<file path="config.mk">
export PLATFORM = sky130hd
export DESIGN_NAME = seq_det_ctrl
export DESIGN_NICKNAME = d
export VERILOG_FILES = /design/src/rtl/seq_det_ctrl.sv
export SDC_FILE = /design/constraint.sdc
export NUM_CORES = 1
export LEC_CHECK = 0
export ABC_CLOCK_PERIOD_IN_PS = 2400
export BUFFER_PORTS_ARGS = -buffer_cell sky130_fd_sc_hd__buf_2
export CORE_MARGIN = 10
export CORE_UTILIZATION = 54
export CTS_CLUSTER_SIZE = 28
export DETAILED_ROUTE_END_ITERATION = 16
export PLACE_DENSITY_LB_ADDON = 0.3
export SLEW_MARGIN = 40
export SYNTH_ARGS = -nofsm -noshare
export SYNTH_HDL_FRONTEND = slang
export SYNTH_SLANG_ARGS = --single-unit
</file>
<file path="constraint.sdc">
create_clock -name clk -period 2.4 [get_ports clk]
set_clock_uncertainty 0.2 [all_clocks]
set_input_delay 0.48 -clock clk [delete_from_list [all_inputs] [get_ports clk]]
set_output_delay 0.48 -clock clk [all_outputs]
set_load 0.05 [all_outputs]
</file>
<file path="src/rtl/seq_det_ctrl.sv">
// seq_det_ctrl: streams a captured word MSB-first into a serial sequence
// detector, one bit strobe every GAP+1 cycles, and collects the detector's
// Z output per bit into a result mask plus a population count.
//
// state  | meaning
// -------+-------------------------------------------------------------
// IDLE   | in_ready=1, waiting for a word
// CLEAR  | one-cycle det_clr pulse before the word (CLR_ON_WORD=1 only)
// SHIFT  | det_en strobe, det_x = current MSB, det_z captured at the edge
// GAP    | GAP idle cycles between strobes, det_en=0, det_x=0
// DONE   | out_valid=1, result held until out_ready
module seq_det_ctrl #(
  parameter int WIDTH       = 8,
  parameter int GAP         = 0,
  parameter bit CLR_ON_WORD = 1'b1
) (
  input  logic                         clk,
  input  logic                         rst,
  input  logic                         in_valid,
  output logic                         in_ready,
  input  logic [WIDTH-1:0]             in_data,
  input  logic                         abort,
  output logic                         det_x,
  output logic                         det_en,
  output logic                         det_clr,
  input  logic                         det_z,
  output logic                         out_valid,
  input  logic                         out_ready,
  output logic [WIDTH-1:0]             out_mask,
  output logic [$clog2(WIDTH+1)-1:0]   out_count
);

  localparam int CW = $clog2(WIDTH+1);
  localparam int IW = $clog2(WIDTH);

  localparam logic [2:0] S_IDLE  = 3'd0;
  localparam logic [2:0] S_CLEAR = 3'd1;
  localparam logic [2:0] S_SHIFT = 3'd2;
  localparam logic [2:0] S_GAP   = 3'd3;
  localparam logic [2:0] S_DONE  = 3'd4;

  localparam bit            HAS_GAP  = (GAP > 0);
  // GAP state is a down-counter loaded with GAP-1 and left at terminal count 0
  localparam logic [3:0]    GAP_LOAD = HAS_GAP ? 4'(GAP - 1) : 4'd0;
  localparam logic [IW-1:0] IDX_TOP  = IW'(WIDTH - 1);

  logic [2:0]       state;
  logic [WIDTH-1:0] sreg;
  logic [IW-1:0]    idx;
  logic [3:0]       gap_cnt;

  // Moore outputs decoded from state; det_x is gated so it is 0 off-strobe
  assign in_ready  = (state == S_IDLE);
  assign det_clr   = (state == S_CLEAR);
  assign det_en    = (state == S_SHIFT);
  assign det_x     = (state == S_SHIFT) & sreg[WIDTH-1];
  assign out_valid = (state == S_DONE);

  // Sequencing FSM with shift register, bit index and result accumulation
  always_ff @(posedge clk or negedge rst) begin
    if (!rst) begin
      state     <= S_IDLE;
      sreg      <= '0;
      idx       <= '0;
      gap_cnt   <= '0;
      out_mask  <= '0;
      out_count <= '0;
    end else begin
      case (state)
        S_IDLE: begin
          if (in_valid) begin
            sreg      <= in_data;
            out_mask  <= '0;
            out_count <= '0;
            idx       <= IDX_TOP;
            state     <= CLR_ON_WORD ? S_CLEAR : S_SHIFT;
          end
        end
        S_CLEAR: begin
          state <= abort ? S_IDLE : S_SHIFT;
        end
        S_SHIFT: begin
          // abort wins over the strobe, including the final one
          if (abort) begin
            state <= S_IDLE;
          end else begin
            out_mask[idx] <= det_z;
            if (det_z) out_count <= out_count + CW'(1);
            sreg <= {sreg[WIDTH-2:0], 1'b0};
            if (idx == '0) begin
              state <= S_DONE;
            end else begin
              idx <= idx - IW'(1);
              if (HAS_GAP) begin
                gap_cnt <= GAP_LOAD;
                state   <= S_GAP;
              end else begin
                state <= S_SHIFT;
              end
            end
          end
        end
        S_GAP: begin
          if (abort) begin
            state <= S_IDLE;
          end else if (gap_cnt == 4'd0) begin
            state <= S_SHIFT;
          end else begin
            gap_cnt <= gap_cnt - 4'd1;
          end
        end
        S_DONE: begin
          if (out_ready) state <= S_IDLE;
        end
        default: state <= S_IDLE;
      endcase
    end
  end

endmodule

</file>
* Word level (Yosys, flattened, before mapping)
Cells that the tools add are included.
** Operators by class
- Reduce and logical (&&, ||, !) cells :: 10
- Muxes and demuxes :: 25
- Bitwise logic cells :: 3
- Eq/ne operators :: 10
- Add/subtract/negate cells :: 3
- Magnitude comparators :: 2
** Operator list (count)
- $mux 8 :: 4
- $pmux 8 s2 :: 2
- $mux 3 :: 9
- $pmux 3 s5 :: 1
- $mux 4 :: 3
- $reduce_and 3->1 :: 3
- $bwmux 8 :: 1
- $pmux 4 s2 :: 1
- $reduce_and 4->1 :: 2
- $eq 3x2->1 const B :: 2
- $logic_not 3->1 :: 2
- $ne 2x2->1 const B :: 3
- $pmux 3 s2 :: 1
- $add 4x1->4 const B :: 1
- $logic_not 4->1 :: 1
- $lt 3x4->1 const B :: 1
- $ne 2x1->1 const B :: 2
- $sub 4x1->4 const B :: 1
- $demux 1 s3 :: 1
- $eq 3x1->1 const B :: 1
- $eq 3x3->1 const B :: 1
- $ge 3x1->1 const B :: 1
- $ne 3x3->1 const B :: 1
- $sub 3x1->3 const B :: 1
- other kinds (6) :: 7
** Storage, ports and cells
- Word-level logic and storage cells :: 59
- Input bits :: 14
- Output and inout bits :: 17
- Register bits after elaboration :: 30

* Logic depth before layout (Yosys ltp)
Gate-level depths: netlist of run 1.
- Depth in word-level cells :: 7
- Depth in mapped cells :: 7
- Gate-level depth less buffers :: 5

* Least setup slack after synthesis of run 1
OpenSTA, ideal clock, no wires.
- Path kind :: flip-flop to output port
- Start :: reg state[1]
- End :: out out_valid
- Arrival time :: 1714 ps
- Data required time :: 1720 ps
- Cell stages (with the launch flop) :: 3
- Setup slack :: 6 ps
- Path buffers :: 1
- Cells stage by stage :: dfrtp_1 -> buf_4 -> nor3b_1
** On the way
- Longest elaborated chain between the ends :: 1
** Ends and longest elaborated chain
- start: declaration :: RTL line 47 : logic [2:0] state;
- start signal: assignment :: RTL line 76 : state <= CLR_ON_WORD ? S_CLEAR : S_SHIFT;
- start signal: assignment :: RTL line 80 : state <= abort ? S_IDLE : S_SHIFT;
- $eq 3x3->1 :: RTL line 57 : assign out_valid = (state == S_DONE);
- end: declaration :: RTL line 27 : output logic out_valid,
No other way between the ends.

* Final worst setup path of run 1
- Start :: reg state[2]
- End :: out det_x
** On the way
- Longest elaborated chain between the ends :: 2
** Ends and longest elaborated chain
- $eq 3x2->1 :: RTL line 56 : assign det_x = (state == S_SHIFT) & sreg[WIDTH-1];
- $and 1x1->1 :: RTL line 56
- end: declaration :: RTL line 23 : output logic det_x,
No other way between the ends.

==> results of run 1 <==
[worst max-delay path, cell delays in order, from the launching register on]
cell and delay, ns:
dfrtp_1 0.40, or3b_4 0.45, clkinv_4 0.15, and2_1 0.14
buf_4 0.19
[worst min-delay path by stage]
stage / end / cells past startpoint / slack (ns)
final: sreg[0]$_DFFE_PN0P_ / 3 / 0.15
after global routing: sreg[0]$_DFFE_PN0P_ / 3 / 0.15
after CTS: sreg[0]$_DFFE_PN0P_ / 3 / 0.14
after detailed placement: out_mask[0]$_DFFE_PN0P_ / 2 / 0.28
after global placement: sreg[7]$_DFFE_PN0P_ / 2 / 0.27
after floorplan: gap_cnt[0]$_DFFE_PN0P_ / 0 / -0.02
[layout make-up]
class	count	area [sq um]
multi-input cells	108	712
repair buffers	36	200
clock buffers	7	55.1
clock inverters	1	5.00
inverters	8	35.0
fillers	230	961
flip-flops and latches	30	751
well taps	31	38.8
[metal layers]
metal | vias to the layer above | global-route usage, %
met5 | - | 0
met4 | 0 | 6.63
met3 | 7 | 4.31
met2 | 27 | 20.8
met1 | 587 | 15.0
li1 | 619 | -
[what timing repair did]
item                       in CTS  in global routing
hold endpoints to repair       24                  0
hold buffers                    1                  0
setup endpoints to repair       1                  0
gates resized for setup         2                  0
[logic make-up (layout without fill, tap and decap cells)]
| family | count (synthesis) | in the layout | synth area share, % |
|---|---|---|---|
| flops | 30 | 30 | 48.2 |
| xor+xnor | 2 | 2 | 1.12 |
| mux | 11 | 11 | 7.14 |
| compound gates | 43 | 43 | 16.9 |
| fa+ha+maj | 4 | 4 | 3.21 |
| buf+inv | 18 | 52 | 6.34 |
| simple gates | 48 | 48 | 17.2 |
[per-stage QoR]
step | hold WS [ns] | worst slack (ns) | total power [mW] | util [%] | std cells
finish | 0.152 | 0.0662 | 1.39 | 65.2 | 221
global route | 0.154 | 0.0130 | 1.49 | 65.2 | 221
CTS | 0.144 | 0.0570 | 1.40 | 65.2 | 221
detailed placement | 0.284 | 0.273 | 1.09 | 62.4 | 212
global placement | 0.271 | 0.301 | 1.07 | 62.4 | 212
floorplan | -0.0156 | 0.00611 | 0.993 | - | 156
[power groups by stage]
stage,Combinational (mW),Sequential [mW],Clock [mW]
2_1_floorplan,0.319,0.673,0
3_3_place_gp,0.398,0.673,0
3_5_place_dp,0.411,0.682,0
4_1_cts,0.416,0.671,0.313
5_1_grt,0.470,0.687,0.329
6_report,0.412,0.673,0.306
[state kept, by name, summed over array words and instances, names as in the netlist]
register and cells:
idx 3, sreg 8, out_count 4, gap_cnt 4, state 3, out_mask 8
[cell usage in the layout (no fill, tap or decap), types with 6 or more instances in the layout]
master and n:
dfrtp_1 30, buf_4 6, buf_2 29, mux2i_1 10, nor2_1 8, inv_1 7, o21ai_0 14, nand2_1 16
o21ai_1 8
==> flow_summary_export.csv, run 1 <==
group,metric,value,unit
routing,vias,1240,
synth,synth_edf_count,0,
sta,finalCritPeriodShare,97.2,%
pwr,p_clk_share,22.0,%
finish,fin_nets,207,
routing,wl,3290,um
critical_path,crit_start,"state[2]$_DFFE_PN0P_",
clocking,cts_tree,"built",
placement,gp_congestion,0.806,
sta,tns,0,ns
clocking,cts.reportedPaths.clkPinSlew,0.09,ns
routing,post-route-drc-count,0,
floorplanning,dieWidth,73.7,um
critical_path,worstPathRequired,1.72,ns
sta,rsz0062_at_grt,"false",
synth,async_flop_share,100,%
clocking,clkLatencyLatePin,0.32,ns
pwr,p_leak,0.892,nW
pwr,vdd_drop_max,550,uV
synth,synth.net_count,174,
global_routing,overflow,0,
routing,met1Wirelength,1470,um
routing,highest_layer,"met4",
critical_path,crit_path_end,"det_x",
global_routing,grtUsageTotal,13.0,%
placement,placed_area,1720,sq um
clocking,clk_root_buffer_cell,"clkbuf_4",
synth,yosysSeqAreaShare,48.2,%
floorplanning,io_pins,31,
sta,min_period,2.33,ns
clocking,cts_made_buffers,5,
synth,ys_types,39,
critical_path,cp-start-kind,"flip-flop",
floorplanning,core,2760,sq um
sta,maxSlewViolCount,0,
synth,synth_top_flop_cell,"dfrtp_1",
synth,yosys.area.top_type_share,48.2,%
synth,yosys-top-cells-count,"dfrtp_1 (30), nand2_1 (16), o21ai_0 (14)",
placement,io_buffers,30,
routing,drt_iter0_markers,36,
routing,wl_met2,1530,um
finish,stdcell_area,1800,sq um
pwr,sw_frac_of_total,36.2,%
clocking,cts_buffer_depth,2,
flow_run,maxCapViolations,0,
global_routing,grt_max_degree,31,
finish,syn2layout_area_growth,15.2,%
clocking,htree_levels,2,
pwr,p_per_area,774,nW/um^2
sta,hold_viol_final,0,
pwr,p_seq_share,48.3,%
synth,synth_top_area_cell,"dfrtp_1",
critical_path,r2r_slack,0.47,ns
synth,ys_top_cells_by_area,"dfrtp_1 (48%), mux2i_1 (6.4%), o21ai_0 (4.5%)",
critical_path,cp-end-kind,"output pin",
floorplanning,chipHeight,73.7,um
critical_path,reg2reg_depth,5,
synth,synthCells,156,
sta,setup_viol,0,
floorplanning,row_count,19,
hold_path,hold_start,"in_data[0]",
synth,synth_area,1560,sq um
clocking,cts.sinks,30,
critical_path,crit_arrival,1.65,ns
routing,antenna_left,0,
placement,dp_hpwl,2480,um
global_routing,antenna_found_initial,0,
critical_path,r2r_end,"gap_cnt[3]$_DFFE_PN0P_",
pwr,combinationalPowerShare,29.6,%
run_status,outcome,"completed",
global_routing,grt_pass1_vias,1251,
critical_path,path_max_fanout,14,
hold_path,hp-class,"input port to flip-flop",
critical_path,worstSetupPathType,"flip-flop to output pin",
synth,syn_avg_cell_area,9.99,sq um
pwr,intPower,0.888,mW
synth,synth.most_common_cell,"dfrtp_1",
sta,tightest_slew,0.700,ns
critical_path,rr_startpoint,"state[2]$_DFFE_PN0P_",
sta,max_slew_margin,53.1,%
routing,firstDrtPassIters,4,
routing,wire_per_inst,14.9,um
floorplanning,dieArea,5440,sq um
pwr,switchingPower,0.503,mW
floorplanning,start_util,56.5,%
synth,yosys_warnings,0,
global_routing,grt_pass1_wl,5620,um
sta,fmax,0.428,GHz
finish,drive_above_1_share,26.8,%
synth,ys_ff_latch,30,
clocking,post-cts-setup-buffers,0,
routing,avgViaCountPerCell,5.61,
finish,n_antenna_cell,0,
routing,dr_wl_met3,232,um
No activity file was read; power rests on OpenSTA's default activity.
==> run 2, diff against run 1 <==
--- a/config.mk
+++ b/config.mk
@@ -8,7 +8,7 @@
 export ABC_CLOCK_PERIOD_IN_PS = 2400
 export BUFFER_PORTS_ARGS = -buffer_cell sky130_fd_sc_hd__buf_2
 export CORE_MARGIN = 10
-export CORE_UTILIZATION = 54
+export CORE_UTILIZATION = 48
 export CTS_CLUSTER_SIZE = 28
 export DETAILED_ROUTE_END_ITERATION = 16
 export PLACE_DENSITY_LB_ADDON = 0.3
==> run 2 against run 1 <==
Critical path type unchanged. Worst hold slack worse by 0.0027 ns. Fmax is 0.44% higher. Largest cell class unchanged. Die area is 9.0% higher. Sequential power is 0.7% lower. Clock-buffer cell count stayed put. Via count is 1.3% higher. Power is 0.64% higher. Wire length is 3.3% higher. Non-clock buffer count is 2 higher.
==> flow_summary_export.csv, run 2 (synthesis gave the netlist of run 1 again) <==
group,metric,value,unit
global_routing,overflow,0,
sta,tns,0,ns
sta,max_slew_margin,56.1,%
floorplanning,row_count,20,
global_routing,grtUsageTotal,12.5,%
routing,firstDrtPassIters,4,
routing,avgViaCountPerCell,5.32,
finish,num-fill-cells,282,
sta,holdWs,0.149,ns
routing,vias,1256,
floorplanning,core,3080,sq um
pwr,power.total,1.40,mW
flow_run,maxCapViolations,0,
run_status,outcome,"completed",
critical_path,critPathSlowestCell,"or3b_4",
finish,instances_no_fill,236,
placement,pre_cts_ws,0.297,ns
clocking,clkLatencyLatePin,0.33,ns
critical_path,path_buf_inv,2,
finish,n_antenna_cell,0,
pwr,vdd_drop_max,352,uV
clocking,cts_buffer_depth,2,
clocking,clk_root_buffer_cell,"clkbuf_4",
global_routing,grt_pass1_vias,1302,
critical_path,worstSetupPathType,"flip-flop to output pin",
critical_path,worstPathRequired,1.72,ns
sta,worst_slack,0.0764,ns
floorplanning,start_util,50.7,%
global_routing,antenna_found_initial,0,
clocking,cts.sinks,30,
hold_path,hp-class,"input port to flip-flop",
floorplanning,dieWidth,77.0,um
placement,dp_hpwl,2610,um
sta,finalCritPeriodShare,96.8,%
sta,setup_viol,0,
routing,drt_iter0_markers,87,
critical_path,crit_arrival,1.64,ns
finish,drive_above_1_share,27.6,%
sta,min_period,2.32,ns
routing,wl,3400,um
sta,maxSlewViolCount,0,
placement,dpl.cell_count,227,
sta,hold_viol_final,0,
pwr,p_leak,0.902,nW
routing,antenna_left,0,
clocking,cts_tree,"built",
clocking,htree_levels,2,
critical_path,cp-start-kind,"flip-flop",
placement,gp_congestion,0.884,
critical_path,slowest_delay,0.46,ns
finish,fin_nets,209,
clocking,cts_made_buffers,5,
sta,rsz0062_at_grt,"false",
critical_path,crit_start,"state[2]$_DFFE_PN0P_",
placement,io_buffers,30,
sta,fmax,0.430,GHz
hold_path,hold_start,"in_data[0]",
routing,post-route-drc-count,0,
pwr,p_per_area,766,nW/um^2
finish,final_common_cell,"dfrtp_1",
finish,final_cell_mix,"dfrtp_1 (30), buf_2 (29), nand2_1 (16)",
finish,syn2layout_area_growth,17.3,%
floorplanning,chipHeight,77.0,um
critical_path,crit_chain,"or3b_4 > clkinv_4 > and2_1 > buf_4",
global_routing,grt_max_degree,31,
clocking,cts.reportedPaths.clkPinSlew,0.09,ns
critical_path,path_max_fanout,9,
global_routing,grt_pass1_wl,6150,um
finish,reg_top3,"out_mask (8), sreg (8)",
sta,tightest_slew,0.658,ns
critical_path,cp-end-kind,"output pin",
critical_path,rr_startpoint,"state[2]$_DFFE_PN0P_",
routing,wire_per_inst,14.4,um
floorplanning,io_pins,31,
critical_path,crit_family,"simple AND/OR/NAND/NOR gates",
floorplanning,dieArea,5930,sq um
-- run 2: cell types whose count changed in the layout (fill, tap and decap cells not counted) --
cell   previous run  this run
buf_4             6         8
-- run 2: cell type report --
cell class	count	area, sq um	area share, %
inverters	8	35.0	1.92
multi-input cells	108	712	38.9
repair buffers	38	215	11.8
well taps	44	55.1	3.01
clock buffers	7	55.1	3.01
flip-flops and latches	30	751	41.1
clock inverters	1	5.00	0.274
-- run 2: worst paths after layout --
check / to / slack [ns] / cells after the start
setup reg to reg: idx[0]$_DFFE_PN0P_ / 0.57 / 6
setup / recovery: det_x / 0.08 / 4
max in group asynchronous: gap_cnt[1]$_DFFE_PN0P_ / 1.06 / 2
hold / removal: sreg[0]$_DFFE_PN0P_ / 0.15 / 3
hold reg to reg: sreg[2]$_DFFE_PN0P_ / 0.29 / 2
min in group asynchronous: out_mask[5]$_DFFE_PN0P_ / 0.51 / 2
-- run 2: through the flow --
step	utilization (%)	cell area, sq um
after floorplan	-	1560
after global placement	57.0	1750
after detailed placement	57.0	1750
after CTS	59.4	1830
after global routing	59.4	1830
final	59.4	1830
-- run 2: worst min-delay path, cell delays in order --
cell and delay (ns):
buf_2 0.08, nand2_1 0.04, nand2_1 0.04
-- run 2: metal layers --
metal | up-vias | global-route usage [%] | share of wire [%]
met2 | 26 | 20.3 | 47
met4 | 0 | 4.74 | 1.4
met1 | 598 | 14.6 | 45
met3 | 7 | 4.78 | 6.0
li1 | 625 | - | -
met5 | - | 0 | 0
-- run 2: power breakdown --
part	switching, mW	leakage, nW	total [mW]	internal, mW
combinational	0.264	0.484	0.419	0.155
sequential	0.0723	0.383	0.668	0.596
clock	0.171	0.0353	0.313	0.142
total	0.507	0.902	1.40	0.893
-- run 2: what timing repair did --
item,CTS,global route
setup buffers,0,0
gates resized for setup,2,0
endpoints found under the hold margin,30,0
hold buffers,1,0
setup endpoints to repair,1,0
